$ cat config.mk
export PLATFORM = sky130hd
export DESIGN_NAME = dmem_access_unit_flat
export DESIGN_NICKNAME = d
export VERILOG_FILES = /design/src/rtl/dmem_access_unit_if.sv /design/src/rtl/dmem_access_unit.sv /design/src/flat_wrapper.sv
export SDC_FILE = /design/constraint.sdc
export NUM_CORES = 1
export LEC_CHECK = 0
export ABC_AREA = 0
export BUFFER_PORTS_ARGS = -buffer_cell sky130_fd_sc_hd__buf_2
export CELL_PAD_IN_SITES_DETAIL_PLACEMENT = 1
export CELL_PAD_IN_SITES_GLOBAL_PLACEMENT = 2
export CORE_MARGIN = 5
export CORE_UTILIZATION = 25
export CTS_BUF_LIST = sky130_fd_sc_hd__clkbuf_16
export DETAILED_ROUTE_END_ITERATION = 12
export PLACE_DENSITY = 0.81
export SKIP_LAST_GASP = 1
export SYNTH_ARGS = -nofsm -noshare
export SYNTH_HDL_FRONTEND = slang
export SYNTH_SLANG_ARGS = --single-unit
export TNS_END_PERCENT = 50
$ cat constraint.sdc
create_clock -name clk -period 1.95 [get_ports clk]
set_clock_uncertainty 0.05 [all_clocks]
set_input_delay 0.0975 -clock clk [delete_from_list [all_inputs] [get_ports clk]]
set_output_delay 0.0975 -clock clk [all_outputs]
set_load 0.02 [all_outputs]
$ cat src/rtl/dmem_access_unit_if.sv
// Pipeline-side request/response bundle of the data-memory access unit.
interface dmem_access_unit_if;
  logic        req_valid;
  logic        req_ready;
  logic        req_we;
  logic [1:0]  req_size;
  logic        req_signed;
  logic [31:0] req_addr;
  logic [31:0] req_wdata;
  logic        resp_valid;
  logic [31:0] resp_rdata;
  logic        resp_misaligned;
  logic        resp_oob;

  modport master (
    output req_valid, req_we, req_size, req_signed, req_addr, req_wdata,
    input  req_ready, resp_valid, resp_rdata, resp_misaligned, resp_oob
  );

  modport slave (
    input  req_valid, req_we, req_size, req_signed, req_addr, req_wdata,
    output req_ready, resp_valid, resp_rdata, resp_misaligned, resp_oob
  );
endinterface

$ cat src/rtl/dmem_access_unit.sv
// Data-memory initiator: byte/half/word loads with extension, read-modify-write
// sub-word stores, and misaligned/out-of-range fault reporting.
module dmem_access_unit #(
  parameter int unsigned DMEM_WORDS = 256
) (
  input  logic                clk,
  input  logic                rst_n,
  dmem_access_unit_if.slave   bus,
  output logic [31:0]         dmem_raddr,
  output logic [31:0]         dmem_waddr,
  output logic                dmem_write_enable,
  output logic [31:0]         dmem_wdata,
  input  logic [31:0]         dmem_rdata
);

  localparam logic [31:0] ADDR_LIMIT = 32'(4 * DMEM_WORDS);

  typedef enum logic [2:0] {IDLE, LOAD, MERGE, WRITE, RESP} state_t;

  state_t      state_q, state_d;
  logic [31:0] addr_q;
  logic [31:0] wdata_q;
  logic [1:0]  size_q;
  logic        signed_q;
  logic [31:0] resp_rdata_q;
  logic        resp_mis_q;
  logic        resp_oob_q;

  logic        accept;
  logic        req_mis;
  logic        req_oob;
  logic        req_fault;
  logic [7:0]  byte_lane;
  logic [15:0] half_lane;
  logic [31:0] load_data;
  logic [31:0] merged;

  assign accept    = (state_q == IDLE) && bus.req_valid;
  // size 11 decodes as word, hence testing only size[1]
  assign req_mis   = ((bus.req_size == 2'b01) && bus.req_addr[0]) ||
                     (bus.req_size[1] && (bus.req_addr[1:0] != 2'b00));
  assign req_oob   = (bus.req_addr >= ADDR_LIMIT);
  assign req_fault = req_mis || req_oob;

  always_comb begin
    byte_lane = dmem_rdata[{addr_q[1:0], 3'b000} +: 8];
    half_lane = addr_q[1] ? dmem_rdata[31:16] : dmem_rdata[15:0];
    load_data = dmem_rdata;
    case (size_q)
      2'b00:   load_data = signed_q ? {{24{byte_lane[7]}}, byte_lane}
                                    : {24'h0, byte_lane};
      2'b01:   load_data = signed_q ? {{16{half_lane[15]}}, half_lane}
                                    : {16'h0, half_lane};
      default: load_data = dmem_rdata;
    endcase
  end

  // Lane replacement into the current memory word; wdata_q still holds the raw store data here.
  always_comb begin
    merged = dmem_rdata;
    if (size_q == 2'b00) begin
      merged[{addr_q[1:0], 3'b000} +: 8] = wdata_q[7:0];
    end else if (addr_q[1]) begin
      merged[31:16] = wdata_q[15:0];
    end else begin
      merged[15:0] = wdata_q[15:0];
    end
  end

  always_comb begin
    state_d = state_q;
    case (state_q)
      IDLE: begin
        if (bus.req_valid) begin
          if (req_fault)           state_d = RESP;
          else if (!bus.req_we)    state_d = LOAD;
          else if (bus.req_size[1]) state_d = WRITE;
          else                     state_d = MERGE;
        end
      end
      LOAD:    state_d = RESP;
      MERGE:   state_d = WRITE;
      WRITE:   state_d = RESP;
      RESP:    state_d = IDLE;
      default: state_d = IDLE;
    endcase
  end

  always_ff @(posedge clk or negedge rst_n) begin
    if (!rst_n) begin
      state_q <= IDLE;
    end else begin
      state_q <= state_d;
    end
  end

  always_ff @(posedge clk or negedge rst_n) begin
    if (!rst_n) begin
      addr_q   <= '0;
      wdata_q  <= '0;
      size_q   <= '0;
      signed_q <= 1'b0;
    end else if (accept) begin
      addr_q   <= bus.req_addr;
      wdata_q  <= bus.req_wdata;
      size_q   <= bus.req_size;
      signed_q <= bus.req_signed;
    end else if (state_q == MERGE) begin
      wdata_q  <= merged;
    end
  end

  // Response fields change only on the edge entering RESP, so they hold between responses.
  always_ff @(posedge clk or negedge rst_n) begin
    if (!rst_n) begin
      resp_rdata_q <= '0;
      resp_mis_q   <= 1'b0;
      resp_oob_q   <= 1'b0;
    end else if (accept && req_fault) begin
      resp_rdata_q <= '0;
      resp_mis_q   <= req_mis;
      resp_oob_q   <= req_oob;
    end else if (state_q == LOAD) begin
      resp_rdata_q <= load_data;
      resp_mis_q   <= 1'b0;
      resp_oob_q   <= 1'b0;
    end else if (state_q == WRITE) begin
      resp_rdata_q <= '0;
      resp_mis_q   <= 1'b0;
      resp_oob_q   <= 1'b0;
    end
  end

  assign bus.req_ready       = (state_q == IDLE);
  assign bus.resp_valid      = (state_q == RESP);
  assign bus.resp_rdata      = resp_rdata_q;
  assign bus.resp_misaligned = resp_mis_q;
  assign bus.resp_oob        = resp_oob_q;

  assign dmem_raddr        = addr_q;
  assign dmem_waddr        = addr_q;
  assign dmem_wdata        = wdata_q;
  assign dmem_write_enable = (state_q == WRITE);

endmodule

$ cat src/flat_wrapper.sv
// flat-port wrapper written by rule: the top's interface ports become plain ports
module dmem_access_unit_flat 
#(
  parameter int unsigned DMEM_WORDS = 256
)
  (clk, rst_n, dmem_raddr, dmem_waddr, dmem_write_enable, dmem_wdata, dmem_rdata, bus_req_valid, bus_req_we, bus_req_size, bus_req_signed, bus_req_addr, bus_req_wdata, bus_req_ready, bus_resp_valid, bus_resp_rdata, bus_resp_misaligned, bus_resp_oob);
  dmem_access_unit_if bus_i ();
  input  logic clk;
  input  logic rst_n;
  output logic [31:0] dmem_raddr;
  output logic [31:0] dmem_waddr;
  output logic dmem_write_enable;
  output logic [31:0] dmem_wdata;
  input  logic [31:0] dmem_rdata;
  input wire logic [$bits(bus_i.req_valid)-1:0] bus_req_valid;
  input wire logic [$bits(bus_i.req_we)-1:0] bus_req_we;
  input wire logic [$bits(bus_i.req_size)-1:0] bus_req_size;
  input wire logic [$bits(bus_i.req_signed)-1:0] bus_req_signed;
  input wire logic [$bits(bus_i.req_addr)-1:0] bus_req_addr;
  input wire logic [$bits(bus_i.req_wdata)-1:0] bus_req_wdata;
  output wire logic [$bits(bus_i.req_ready)-1:0] bus_req_ready;
  output wire logic [$bits(bus_i.resp_valid)-1:0] bus_resp_valid;
  output wire logic [$bits(bus_i.resp_rdata)-1:0] bus_resp_rdata;
  output wire logic [$bits(bus_i.resp_misaligned)-1:0] bus_resp_misaligned;
  output wire logic [$bits(bus_i.resp_oob)-1:0] bus_resp_oob;
  assign bus_i.req_valid = bus_req_valid;
  assign bus_i.req_we = bus_req_we;
  assign bus_i.req_size = bus_req_size;
  assign bus_i.req_signed = bus_req_signed;
  assign bus_i.req_addr = bus_req_addr;
  assign bus_i.req_wdata = bus_req_wdata;
  assign bus_req_ready = bus_i.req_ready;
  assign bus_resp_valid = bus_i.resp_valid;
  assign bus_resp_rdata = bus_i.resp_rdata;
  assign bus_resp_misaligned = bus_i.resp_misaligned;
  assign bus_resp_oob = bus_i.resp_oob;
  dmem_access_unit #(.DMEM_WORDS(DMEM_WORDS)) u_core (.clk(clk), .rst_n(rst_n), .bus(bus_i), .dmem_raddr(dmem_raddr), .dmem_waddr(dmem_waddr), .dmem_write_enable(dmem_write_enable), .dmem_wdata(dmem_wdata), .dmem_rdata(dmem_rdata));
endmodule
Yosys cells after proc, flatten, opt, wreduce, memory -nomap -nowiden. Index checks and enable logic that the tools add are counted.

Bits in latches: 0. Memory bits (writable): 0. Register bits: 104. Output and inout bits: 133. Logic and storage cells: 57. Memories kept: 0. ROM bits: 0.

Add/sub/neg operators: 1. Mux-type cells: 22. Equal/unequal tests: 7. Multipliers: 0. Bitwise operators: 0. Reduce and logical (&&, ||, !) cells: 14. Shift operators: 3. Divide/modulo/power cells: 0. Magnitude comparators: 1.

Operators with widths (count): $mux 32 (8); $pmux 32 s2 (1); $mux 16 (3); $bwmux 32 (1); $ge 32x11->1 const B (1); $shift 8x7->32 const A (1); $shiftx 32x6->8 (1); $shiftx 8x7->32 (1); $mux 3 (3); $pmux 3 s3 (1); $neg 5->7 (1); $eq 3x2->1 const B (2); $reduce_bool 3->1 (2); $mux 1 (5); $eq 2x1->1 const B (2); $logic_and 1x1->1 (4); $reduce_bool 2->1 (2); $eq 3x1->1 const B (1); $eq 3x3->1 const B (1); $logic_not 3->1 (1); $logic_not 2->1 (1); $logic_or 1x1->1 (2); $ne 2x2->1 const B (1); $reduce_and 2->1 (1); $reduce_or 2->1 (1).

Depth between registers and ports, before layout. Gate-level depths: netlist of the first run.

Depth after elaboration: 7. Gate-level depth with buffers: 7. Depth with buffers taken out: 6.

Least setup slack after synthesis of the first run. No wires, ideal clock.

Path type: reg-to-reg. Start: register u_core.addr_q[1], in the netlist u_core.dmem_raddr[1]. End: register u_core.wdata_q[0], in the netlist u_core.dmem_wdata[0]. Clock period less this slack: 2.201 ns. Setup slack: -0.251 ns. Arrival: 2.026 ns. Data required time: 1.775 ns. Cell stages (with the launch flop): 7. Path buffers: 1. Path through: dfrtp_1 buf_2 inv_2 ha_1 o32ai_2 a21oi_2 mux2_2.

Longest elaborated chain between the ends: 6.

RTL lines: from (decl) (RTL line dmem_access_unit.sv:21) `logic [31:0] addr_q;`; from (signal assigned) (RTL line dmem_access_unit.sv:104) `addr_q <= bus.req_addr;`; $neg 5->7 (RTL line dmem_access_unit.sv:62) `merged[{addr_q[1:0], 3'b000} +: 8] = wdata_q[7:0];`; $shiftx 8x7->32 or $shift 8x7->32 (tied branches) (RTL line dmem_access_unit.sv:62); $bwmux 32 (RTL line dmem_access_unit.sv:62); $mux 32 (RTL line dmem_access_unit.sv:61) `if (size_q == 2'b00) begin`; $mux 32 (RTL line dmem_access_unit.sv:108) `end else if (state_q == MERGE) begin`; $mux 32 (RTL line dmem_access_unit.sv:103) `end else if (accept) begin`; to (signal assigned) (RTL line dmem_access_unit.sv:105) `wdata_q <= bus.req_wdata;`; to (signal assigned) (RTL line dmem_access_unit.sv:109) `wdata_q <= merged;`; to (decl) (RTL line dmem_access_unit.sv:22) `logic [31:0] wdata_q;`.

Several ways; a longest one is shown, not always the timed one. The select of a mux whose other input is x is not followed. A chain may end at the register's enable or synchronous reset.

Worst setup path in the final report of the first run.
Start: register u_core.addr_q[0], in the netlist u_core.dmem_raddr[0]. End: register u_core.resp_rdata_q[13], in the netlist u_core.bus.resp_rdata[13].

Longest elaborated chain between the ends: 5.

RTL lines: $shiftx 32x6->8 (RTL line dmem_access_unit.sv:46) `byte_lane = dmem_rdata[{addr_q[1:0], 3'b000} +: 8];`; $mux 32 (RTL line dmem_access_unit.sv:50) `2'b00: load_data = signed_q ? {{24{byte_lane[7]}}, byte_lane}`; $pmux 32 s2 (RTL line dmem_access_unit.sv:49) `case (size_q)`; $mux 32 (RTL line dmem_access_unit.sv:123) `end else if (state_q == LOAD) begin`; $mux 32 (RTL line dmem_access_unit.sv:119) `end else if (accept && req_fault) begin`; to (signal assigned) (RTL line dmem_access_unit.sv:124) `resp_rdata_q <= load_data;`; to (decl) (RTL line dmem_access_unit.sv:25) `logic [31:0] resp_rdata_q;`.

Every way passes these cells.

==> results of run 1 <==
-- power groups by stage --
| stage | clock network, mW | registers [mW] | logic (mW) |
|---|---|---|---|
| floorplan | 0 | 2.95 | 1.00 |
| global placement | 0 | 2.71 | 2.09 |
| detailed placement | 0 | 2.72 | 2.13 |
| CTS | 1.97 | 2.67 | 2.26 |
| global route | 2.05 | 2.71 | 2.43 |
| finish | 1.90 | 2.68 | 2.27 |
-- metrics by stage --
stage | util (%) | worst slack [ps] | hold WS, ps | std cells
floorplan | - | 32.73 | -248.1 | 640
global placement | 32.27 | -218.1 | 96.68 | 1175
detailed placement | 32.27 | -315.0 | 101.5 | 1175
CTS | 36.12 | -74.61 | 2.055 | 1249
global route | 36.51 | -116.2 | 23.02 | 1252
finish | 36.52 | -29.09 | 12.51 | 1253
-- per-layer routing --
layer	part of all wire [%]	wire length (µm)	GRT usage, %
met3	5.9	1561	3.558
met4	2.2	567	5.909
met5	0.027	7	0
met2	50	13090	33.39
met1	42	11040	24.28
-- final timing paths --
kind / depth (start not counted) / slack (ps) / to
min in group asynchronous: 2 / 270 / u_core.signed_q
worst min register to register: 2 / 430 / u_core.dmem_wdata[23]
worst min-delay path: 3 / 10 / u_core.dmem_wdata[10]
worst max register to register: 4 / -30 / u_core.bus.resp_rdata[13]
max in group asynchronous: 3 / 860 / u_core.dmem_raddr[10]
worst max-delay path: 4 / -30 / u_core.bus.resp_rdata[13]
-- kinds of logic (layout without fill, tap and decap cells) --
| kind of cell | after synthesis | after routing | share of synthesized area [%] |
|---|---|---|---|
| compound gates | 164 | 164 | 21.38 |
| fa+ha+maj | 5 | 5 | 1.060 |
| mux | 25 | 25 | 6.103 |
| flops | 104 | 104 | 44.08 |
| buf+inv | 107 | 400 | 9.409 |
| other cells | 0 | 1 | 0 |
| simple gates | 235 | 235 | 17.97 |
-- critical path: cells and delay by family, from the launching register on --
kind	cells	cell delay, ps
DFF	1	430
AOI/OAI and AO/OA	2	510
muxes	1	520
and+or+nand+nor	1	320
-- cell type report --
class | count | area share (%)
Sequential cell | 104 | 30.58
Tap cell | 319 | 4.684
Timing Repair Buffer | 351 | 26.31
Clock inverter | 7 | 0.8369
Antenna cell | 1 | 0.02936
Inverter | 33 | 1.483
Clock buffer | 9 | 2.643
Multi-Input combinational cell | 429 | 33.43
-- flip-flops by register name (all words and copies together) (netlist names) --
| signal | flops |
|---|---|
| u_core.dmem_raddr | 32 |
| u_core.dmem_wdata | 32 |
| u_core.bus.resp_rdata | 32 |
| u_core.bus.resp_misaligned | 1 |
| u_core.bus.resp_oob | 1 |
| u_core.state_q | 3 |
| u_core.size_q | 2 |
| u_core.signed_q | 1 |
-- cell usage in the layout (no fill, tap or decap), types with 9 or more instances in the layout --
master / instances
clkbuf_16: 9
a221oi_1: 16
nor2_1: 32
mux2i_1: 9
nand2_1: 154
o31ai_1: 44
and2_1: 15
dfrtp_1: 101
dlygate4sd3_1: 54
buf_4: 57
o21ai_0: 18
o21a_1: 9
o311ai_1: 23
inv_1: 32
buf_2: 234
-- timing repair --
action | CTS | global route
hold buffers | 54 | 0
buffers inserted | 4 | 3
endpoints found under the hold margin | 90 | 0
gates resized for setup | 6 | 14
pin swaps | 2 | 5
endpoints found under the setup margin | 51 | 57
==> results.md, run 1 <==
- Initial antenna violation count: 2
- Ports: 236
- Starting Density: 25.31%
- Failing checks: setup timing
- Final min period: 1979 ps
- Core area: 23330 µm²
- Layout cells sized above 1: 38.91%
- DR pass1 iterations: 4
- Setup crit start kind: flip-flop
- Hold path start: bus_req_wdata[10]
- Number of flops mapped to enable cells by yosys: 0
- Sequential Area: 2606 µm²
- Post-DP HPWL: 19820 µm
- Synth Instances: 640
- Final GP Congestion: 0.8867
- Vias in the first global route: 6514
- Peak VDD IR: 0.3812 mV
- Top FF cell, synth: dfrtp_1
- Netlist Area Pre-Place: 5904 µm²
- Required time worst endpoint: 2110 ps
- Die X: 163.7 µm
- Arr. time, crit path: 2140 ps
- CP Max Fanout: 7
- RSZ-0062 raised after global routing: yes
- Setup TNS Final: -55.59 ps
- Slowest cell on the critical path: mux4_2
- Count leader, synth: nand2_1
- Filler cell count: 2812
- Top cells by count, synth: nand2_1 (155), dfrtp_1 (104), o31ai_1 (47)
- Footprint of the multi-input gates: 2849 µm²
- Area Overhead vs Synth: 44.33%
- GR Overflow Total: 0
- Fin worst setup slack: -29.09 ps
- Crit Path Class: flip-flop to flip-flop
- Die ar.: 26790 µm²
- PwrDens: 803.6 nW/µm²
- Clk pwr share: 27.7%
- CTS tree: yes
- Die height: 163.7 µm
- Wirelength per Cell: 20.96 µm
- Max Root-Sink Buffers: 2
- Initial DRC count: 337
- Remaining antenna violation count: 0
- Row count: 56
- Leak: 4.227 nW
- Final wirelength: 26270 µm
- Clock slew at the register clock pins of the worst setup and hold paths: 80 ps
- Area post-placement: 7530 µm²
- Seq pwr share: 39.1%
- Worst Setup SP: u_core.dmem_raddr[0]
- CTS buffer count: 9
- First-pass GRT wire length: 39340 µm
- Tot Pwr: 6.848 mW
- DR vias/cell: 4.935
- Number of nets in the layout: 1036
- Slew Viols, Final: 0
- Residual DRC: 0
- Maximum clock rate: 505.3 MHz
- Rel. slew slack: 59.57%
- H-tree depth: 3
- Yosys warnings: 0
- Largest area contributor in the netlist: dfrtp_1
- Final instance area: 8522 µm²
- CTS root buf: clkbuf_16
- Min-delay worst type: primary input to flip-flop
- Top cells by area, synth: dfrtp_1 (44%), nand2_1 (9.9%), o31ai_1 (6.0%)
- Max-cap violations: 0
- Status: complete, but fails checks
- Clock latency on the worst-skew pair: 350 ps
- Period utilization: 101.5%
- Switching Share: 37.19%
- Register area share after synthesis: 44.08%
- Comb power frac: 33.2%
- Number of synthesized register bits: 104
- Syn_nets: 748
- Final setup fails: 4
- Routed vias: 6184
- Unique cell type count in the Yosys netlist: 55
- Asr flop ratio synth: 100.0%
- Crit-path cells: mux4_2 > and3_2 > o31ai_1 > o311ai_1
- Sink Count: 104
- Worst-margin pin slew: 606.5 ps
- Post-synth top area share: 44.08%
- Worst R2R Start: u_core.dmem_raddr[0]
- Largest stage delay, worst path: 520 ps
- P_sw: 2.547 mW
- Buffers on Ports: 235
- Largest net degree at the start of global routing: 48
- Final hold violations: 0
- Mean Syn Cell Area: 9.226 µm²
- P_int: 4.302 mW
- GR Util All Layers: 19.24%
- Crit end category: flip-flop
No activity file was read; power rests on OpenSTA's default activity.
==> run 2, diff against run 1 <==
--- a/config.mk
+++ b/config.mk
@@ -13,6 +13,7 @@
 export CORE_UTILIZATION = 25
 export CTS_BUF_LIST = sky130_fd_sc_hd__clkbuf_16
 export DETAILED_ROUTE_END_ITERATION = 12
+export GPL_TIMING_DRIVEN = 0
 export PLACE_DENSITY = 0.81
 export SKIP_LAST_GASP = 1
 export SYNTH_ARGS = -nofsm -noshare
==> run 2 against run 1 <==
The flow still finishes with violations (setup timing); combinational power rose by 13%; first-iteration DRC count shrank 13%; worst setup slack worse by 40 ps; non-clock buffer count up 28; design area up 6.6%; hold slack lost 3.8 ps; via count up 1.9%; critical endpoint is now u_core.dmem_wdata[6]; highest routed layer unchanged.
==> results.md, run 2 (synthesis gave the netlist of run 1 again) <==
- Sink Count: 104 (unchanged)
- Maximum clock rate: 495.3 MHz (-2.0%)
- Final GP Congestion: 0.8554 (-3.5%)
- Non-filler cells, final: 1279 (+2.1%)
- Crit-path leading delay family: flip-flops
- Tot Pwr: 7.265 mW (+6.1%)
- Hold path cells: 3 (unchanged)
- Final hold violations: 0 (unchanged)
- Layout cells sized above 1: 43.96% (+5.1 points)
- Fin worst setup slack: -68.82 ps (-39.72 ps)
- Clock slew at the register clock pins of the worst setup and hold paths: 70 ps (about the same)
- CP Buf/Inv Count: 2 (+2)
- Die height: 163.7 µm (unchanged)
- Arr. time, crit path: 2210 ps (+70 ps)
- Crit Path Class: flip-flop to flip-flop
- Die ar.: 26790 µm² (unchanged)
- CTS tree: yes
- Worst R2R Start: u_core.dmem_raddr[0]
- Initial antenna violation count: 2 (unchanged)
- Status: complete, but fails checks
- Slew Viols, Final: 0 (unchanged)
- R2R cell count: 6 (+2)
- Clk pwr share: 27.4% (-0.3 points)
- Hold endpoint: u_core.dmem_wdata[16]
- Switching Share: 36.83% (-0.36 points)
- Starting Density: 25.31% (unchanged)
- Residual DRC: 0 (unchanged)
- Hold path start: bus_req_wdata[16]
- Antenna Diode Count: 0 (-1)
- Worst slack at placement: -630.1 ps (-315.1 ps)
- Slowest cell on the critical path: dfrtp_2
- Largest net degree at the start of global routing: 54 (+13%)
- Final min period: 2019 ps (+39.72 ps)
- Reg2Reg Setup Slack: -70 ps (-40 ps)
- Ports: 236 (unchanged)
- CTS root buf: clkbuf_16
- RSZ-0062 raised after global routing: yes
- Reg-to-Reg End: u_core.dmem_wdata[6]
- DR pass1 iterations: 4 (unchanged)
- Final core utilization: 38.93% (+2.4 points)
- First-pass GRT wire length: 40190 µm (+2.2%)
- Wirelength per Cell: 20.83 µm (-0.62%)
- Area Overhead vs Synth: 53.85%
- Post-DP HPWL: 20150 µm (+1.7%)
- Max-cap violations: 0 (unchanged)
- Most frequent cells in the layout: buf_2 (235), nand2_1 (151), dfrtp_1 (101)
- Leak: 4.387 nW (+3.8%)
- Number of nets in the layout: 1064 (+2.7%)
- Min-delay worst type: primary input to flip-flop
- Seq pwr share: 37.2% (-1.9 points)
- Worst-margin pin slew: 565.2 ps (-41.24 ps)
- GR Util All Layers: 19.56% (+0.31 points)
- PwrDens: 799.8 nW/µm² (-0.47%)
- Leading cell type in the layout, fill and taps excluded: buf_2
- CTS buffer count: 9 (unchanged)
- Required time worst endpoint: 2140 ps (+30 ps)
- Final wirelength: 26650 µm (+1.4%)
- Die X: 163.7 µm (unchanged)
- Rel. slew slack: 62.32% (+2.7 points)
- Crit-path cells: clkinvlp_4 > ha_4 > o32ai_4 > a21oi_4 > buf_12 > mux2_2
- Setup crit start kind: flip-flop
- P_int: 4.590 mW (+6.7%)
- GR Overflow Total: 0 (unchanged)
- Failing checks: setup timing
- H-tree depth: 3 (unchanged)
- Largest stage delay, worst path: 470 ps (-50 ps)
- Clock latency on the worst-skew pair: 350 ps (about the same)
- CP Max Fanout: 8 (+1)
- Buffers on Ports: 235 (unchanged)
- DR vias/cell: 4.927 (-0.18%)
- Routed vias: 6301 (+1.9%)
- Max Root-Sink Buffers: 2 (unchanged)
- Crit end category: flip-flop
- Post-Place Cells: 1195 (+1.7%)
- Comb power frac: 35.4% (+2.2 points)
- Row count: 56 (unchanged)
- Core area: 23330 µm² (unchanged)
- Initial DRC count: 292 (-13%)
- Final setup fails: 18 (+14)
- Period utilization: 103.5% (+2.0 points)
- Peak VDD IR: 0.4370 mV (+15%)
- P_sw: 2.676 mW (+5.1%)
- Remaining antenna violation count: 0 (unchanged)
- Vias in the first global route: 6697 (+2.8%)
==> run 2: changes by cell type in the layout (fill, tap and decap cells not counted), sizes merged <==
cell         previous run  this run
buf                   297       303
bufinv                  1         2
clkbuf                  9        34
clkinv                  2         3
clkinvlp                1         2
diode                   1         0
dlygate4sd3            54        51
inv                    36        32
==> run 2: area by class of cell <==
type                            count  area (µm²)
Inverter                           33       135.1
Buffer                             71       514.2
Tap cell                          319       399.1
Sequential cell                   104        2606
Fill cell                        2751       14250
Multi-Input combinational cell    429        3189
Clock inverter                      6       85.08
Timing Repair Buffer              308        1929
Clock buffer                        9       225.2
==> run 2: layer usage <==
metal / GRT usage [%] / routed length [µm] / vias to the layer above
met5: 0 / 25 / -
met4: 6.291 / 702 / 4
met3: 4.466 / 1800 / 46
met2: 33.77 / 12950 / 248
met1: 24.16 / 11170 / 3113
li1: - / - / 2890
==> run 2: tightest hold or removal path: stages <==
cell and delay [ps]:
buf_2 100, nor2_1 100, o31ai_1 80
==> run 2: power groups by stage <==
stage / combinational (mW) / sequential [mW] / clock (mW)
3_3_place_gp: 2.11 / 2.70 / 0
5_1_grt: 2.74 / 2.74 / 2.13
4_1_cts: 2.48 / 2.69 / 2.05
2_1_floorplan: 1.00 / 2.95 / 0
3_5_place_dp: 2.15 / 2.71 / 0
6_report: 2.57 / 2.70 / 1.99
==> run 2: per-stage QoR <==
stage | hold WS [ps] | area [µm²] | TNS, ps
after floorplan | -248.1 | 5928 | 0
after detailed placement | 57.83 | 7537 | -21840
after global placement | 240.5 | 7503 | -91040
final | 8.757 | 9084 | -682.1
after CTS | 1.137 | 8871 | -1507
after global routing | 12.80 | 9084 | -2822
==> run 2: timing repair <==
item	4_1_cts	5_1_grt
endpoints found under the setup margin	96	102
hold buffers	51	0
cloned	0	0
pin swaps	18	15
resized for setup	86	53
hold endpoints to repair	103	0
setup buffers	13	8
==> run 2: worst max-delay path by stage <==
stage,start,to,cells after the start
after global routing,u_core.dmem_raddr[0],u_core.dmem_wdata[2],6
after global placement,rst_n,u_core.dmem_raddr[1],1
after detailed placement,u_core.state_q[2],u_core.dmem_wdata[29],4
after CTS,u_core.state_q[1],u_core.dmem_raddr[30],8
after floorplan,u_core.dmem_raddr[1],u_core.dmem_wdata[0],6
final,u_core.dmem_raddr[0],u_core.dmem_wdata[6],6
==> run 3, diff against run 2 <==
--- a/config.mk
+++ b/config.mk
@@ -9,7 +9,6 @@
 export BUFFER_PORTS_ARGS = -buffer_cell sky130_fd_sc_hd__buf_2
 export CELL_PAD_IN_SITES_DETAIL_PLACEMENT = 1
 export CELL_PAD_IN_SITES_GLOBAL_PLACEMENT = 2
-export CORE_MARGIN = 5
 export CORE_UTILIZATION = 25
 export CTS_BUF_LIST = sky130_fd_sc_hd__clkbuf_16
 export DETAILED_ROUTE_END_ITERATION = 12
==> run 3 against run 2 <==
The flow still finishes with violations (setup timing); combinational power down 2%; die area down 9.5%; fmax down 1.6%; worst setup slack worse by 33 ps; core utilization up 0.56 points.
==> results.md, run 3 (synthesis gave the netlist of run 1 again) <==
- Clock slew at the register clock pins of the worst setup and hold paths: 70 ps (about the same)
- Initial antenna violation count: 5 (+3)
- Tot Pwr: 7.352 mW (+1.2%)
- Ports: 236 (unchanged)
- Sink Count: 104 (unchanged)
- Rel. slew slack: 61.32% (-1.0 points)
- Hold slack: 41.45 ps (+32.69 ps)
- First-pass GRT wire length: 38950 µm (-3.1%)
- Die ar.: 24240 µm² (-9.5%)
- Final wirelength: 26530 µm (-0.42%)
- Largest net degree at the start of global routing: 63 (+17%)
- Crit Path Class: flip-flop to flip-flop
- Worst-margin pin slew: 579.5 ps (+14.29 ps)
- Reg-to-Reg End: u_core.bus.resp_rdata[4]
- Area post-placement: 7530 µm² (about the same)
- Post-DP HPWL: 19600 µm (-2.8%)
- Number of nets in the layout: 1073 (+0.85%)
- Die X: 155.7 µm (-4.9%)
- Slowest cell on the critical path: dfrtp_2
- Buffers on Ports: 235 (unchanged)
- Failing checks: setup timing
- Fin worst setup slack: -102.3 ps (-33.46 ps)
- Crit-path leading delay family: multiplexers
- Peak VDD IR: 0.3298 mV (-25%)
- Wirelength per Cell: 20.63 µm (-0.97%)
- DR vias/cell: 4.945 (+0.37%)
- CTS buffer count: 9 (unchanged)
- Remaining antenna violation count: 0 (unchanged)
- Routed vias: 6359 (+0.92%)
- Worst slack at placement: -616.2 ps (+13.83 ps)
- Hold path start: bus_req_wdata[16]
- Setup crit start kind: flip-flop
- Row count: 55 (-1.8%)
- Die height: 155.7 µm (-4.9%)
- Initial DRC count: 242 (-17%)
- Required time worst endpoint: 2120 ps (-20 ps)
- Arr. time, crit path: 2220 ps (about the same)
- Final GP Congestion: 0.8334 (-2.6%)
- Leak: 4.442 nW (+1.3%)
- Largest stage delay, worst path: 440 ps (-30 ps)
- RSZ-0062 raised after global routing: yes
- Area Overhead vs Synth: 53.27%
- CTS tree: yes
- Final core utilization: 39.49% (+0.56 points)
- H-tree depth: 3 (unchanged)
- CTS root buf: clkbuf_16
- Clock latency on the worst-skew pair: 350 ps (about the same)
- CP Max Fanout: 7 (-1)
- PwrDens: 812.4 nW/µm² (+1.6%)
- Core area: 22920 µm² (-1.8%)
- Max-cap violations: 0 (unchanged)
- Starting Density: 25.77% (+0.46 points)
- Hold endpoint: u_core.dmem_wdata[16]
- Slew Viols, Final: 0 (unchanged)
- Hold path cells: 3 (unchanged)
- Status: complete, but fails checks
- Final min period: 2052 ps (+33.46 ps)
- GR Overflow Total: 0 (unchanged)
- Worst R2R Start: u_core.dmem_raddr[0]
- Residual DRC: 0 (unchanged)
- Crit-path cells: buf_4 > buf_4 > nor2b_1 > clkbuf_2 > mux4_2 > mux2i_1 > o22ai_1
- Min-delay worst type: primary input to flip-flop
- Maximum clock rate: 487.3 MHz (-1.6%)
- Crit end category: flip-flop
- Reg2Reg Setup Slack: -100 ps (-30 ps)
- GR Util All Layers: 21.63% (+2.1 points)
- Leading cell type in the layout, fill and taps excluded: buf_2
- Period utilization: 105.2% (+1.7 points)
- Most frequent cells in the layout: buf_2 (237), nand2_1 (150), dfrtp_1 (100)
- Layout cells sized above 1: 43.61% (-0.35 points)
- DR pass1 iterations: 4 (unchanged)
- Vias in the first global route: 6576 (-1.8%)
- Final instance area: 9050 µm² (-0.37%)
- Final setup fails: 29 (+11)
- CP Buf/Inv Count: 3 (+1)
- Filler cell count: 2719 (-1.2%)
- R2R cell count: 7 (+1)
- Max Root-Sink Buffers: 2 (unchanged)
- Final hold violations: 0 (unchanged)
- Cell mode on critical path: buf_4
-- run 3: where the power goes --
part           internal [mW]  switching [mW]
Clock                   1.25           0.875
Sequential              2.41           0.295
Combinational           1.04            1.48
Total                   4.70            2.65
-- run 3: worst max path at each step --
stage	slack, ps	endpoint	cells after the start	start
after global routing	-170	u_core.dmem_wdata[15]	7	u_core.dmem_raddr[0]
after global placement	-830	u_core.dmem_raddr[0]	1	rst_n
after detailed placement	-620	u_core.dmem_wdata[24]	4	u_core.state_q[0]
after floorplan	30	u_core.dmem_wdata[0]	6	u_core.dmem_raddr[1]
after CTS	-70	u_core.dmem_wdata[21]	7	u_core.dmem_raddr[0]
final	-100	u_core.bus.resp_rdata[4]	7	u_core.dmem_raddr[0]
-- run 3: cell type report --
| class | count | area, µm² | area share (%) |
|---|---|---|---|
| multi-input cells | 429 | 3084 | 34.08 |
| flip-flops and latches | 104 | 2608 | 28.81 |
| repair buffers | 318 | 1997 | 22.07 |
| plain buffers | 70 | 481.7 | 5.323 |
| well taps | 313 | 391.6 | 4.327 |
| clock buffers | 9 | 225.2 | 2.489 |
| inverters | 33 | 143.9 | 1.590 |
| clock inverters | 7 | 111.4 | 1.230 |
| diodes | 3 | 7.507 | 0.08295 |
-- run 3: timing repair --
| item | CTS | global route |
|---|---|---|
| endpoints found under the setup margin | 101 | 100 |
| hold buffers | 58 | 0 |
| buffers inserted | 12 | 12 |
| hold endpoints to repair | 100 | 0 |
| gates resized for setup | 60 | 57 |
| pin swaps | 4 | 23 |
-- run 3: through the flow --
| stage | TNS (ps) | cells |
|---|---|---|
| after CTS | -791.3 | 1273 |
| final | -1419 | 1286 |
| after detailed placement | -20530 | 1189 |
| after global routing | -4031 | 1284 |
| after global placement | -82980 | 1188 |
| after floorplan | 0 | 640 |
-- run 3: worst register-to-register path: stages (launching register included) --
cell and delay, ps:
dfrtp_2 440, buf_4 150, buf_4 110, nor2b_1 140, clkbuf_2 250, mux4_2 340, mux2i_1 310, o22ai_1 140
-- run 3: layer usage --
layer / track usage, % / part of all wire, %
met5: 0 / 0.10
met4: 7.750 / 2.4
met3: 3.333 / 6.0
met2: 37.52 / 49
met1: 27.14 / 42
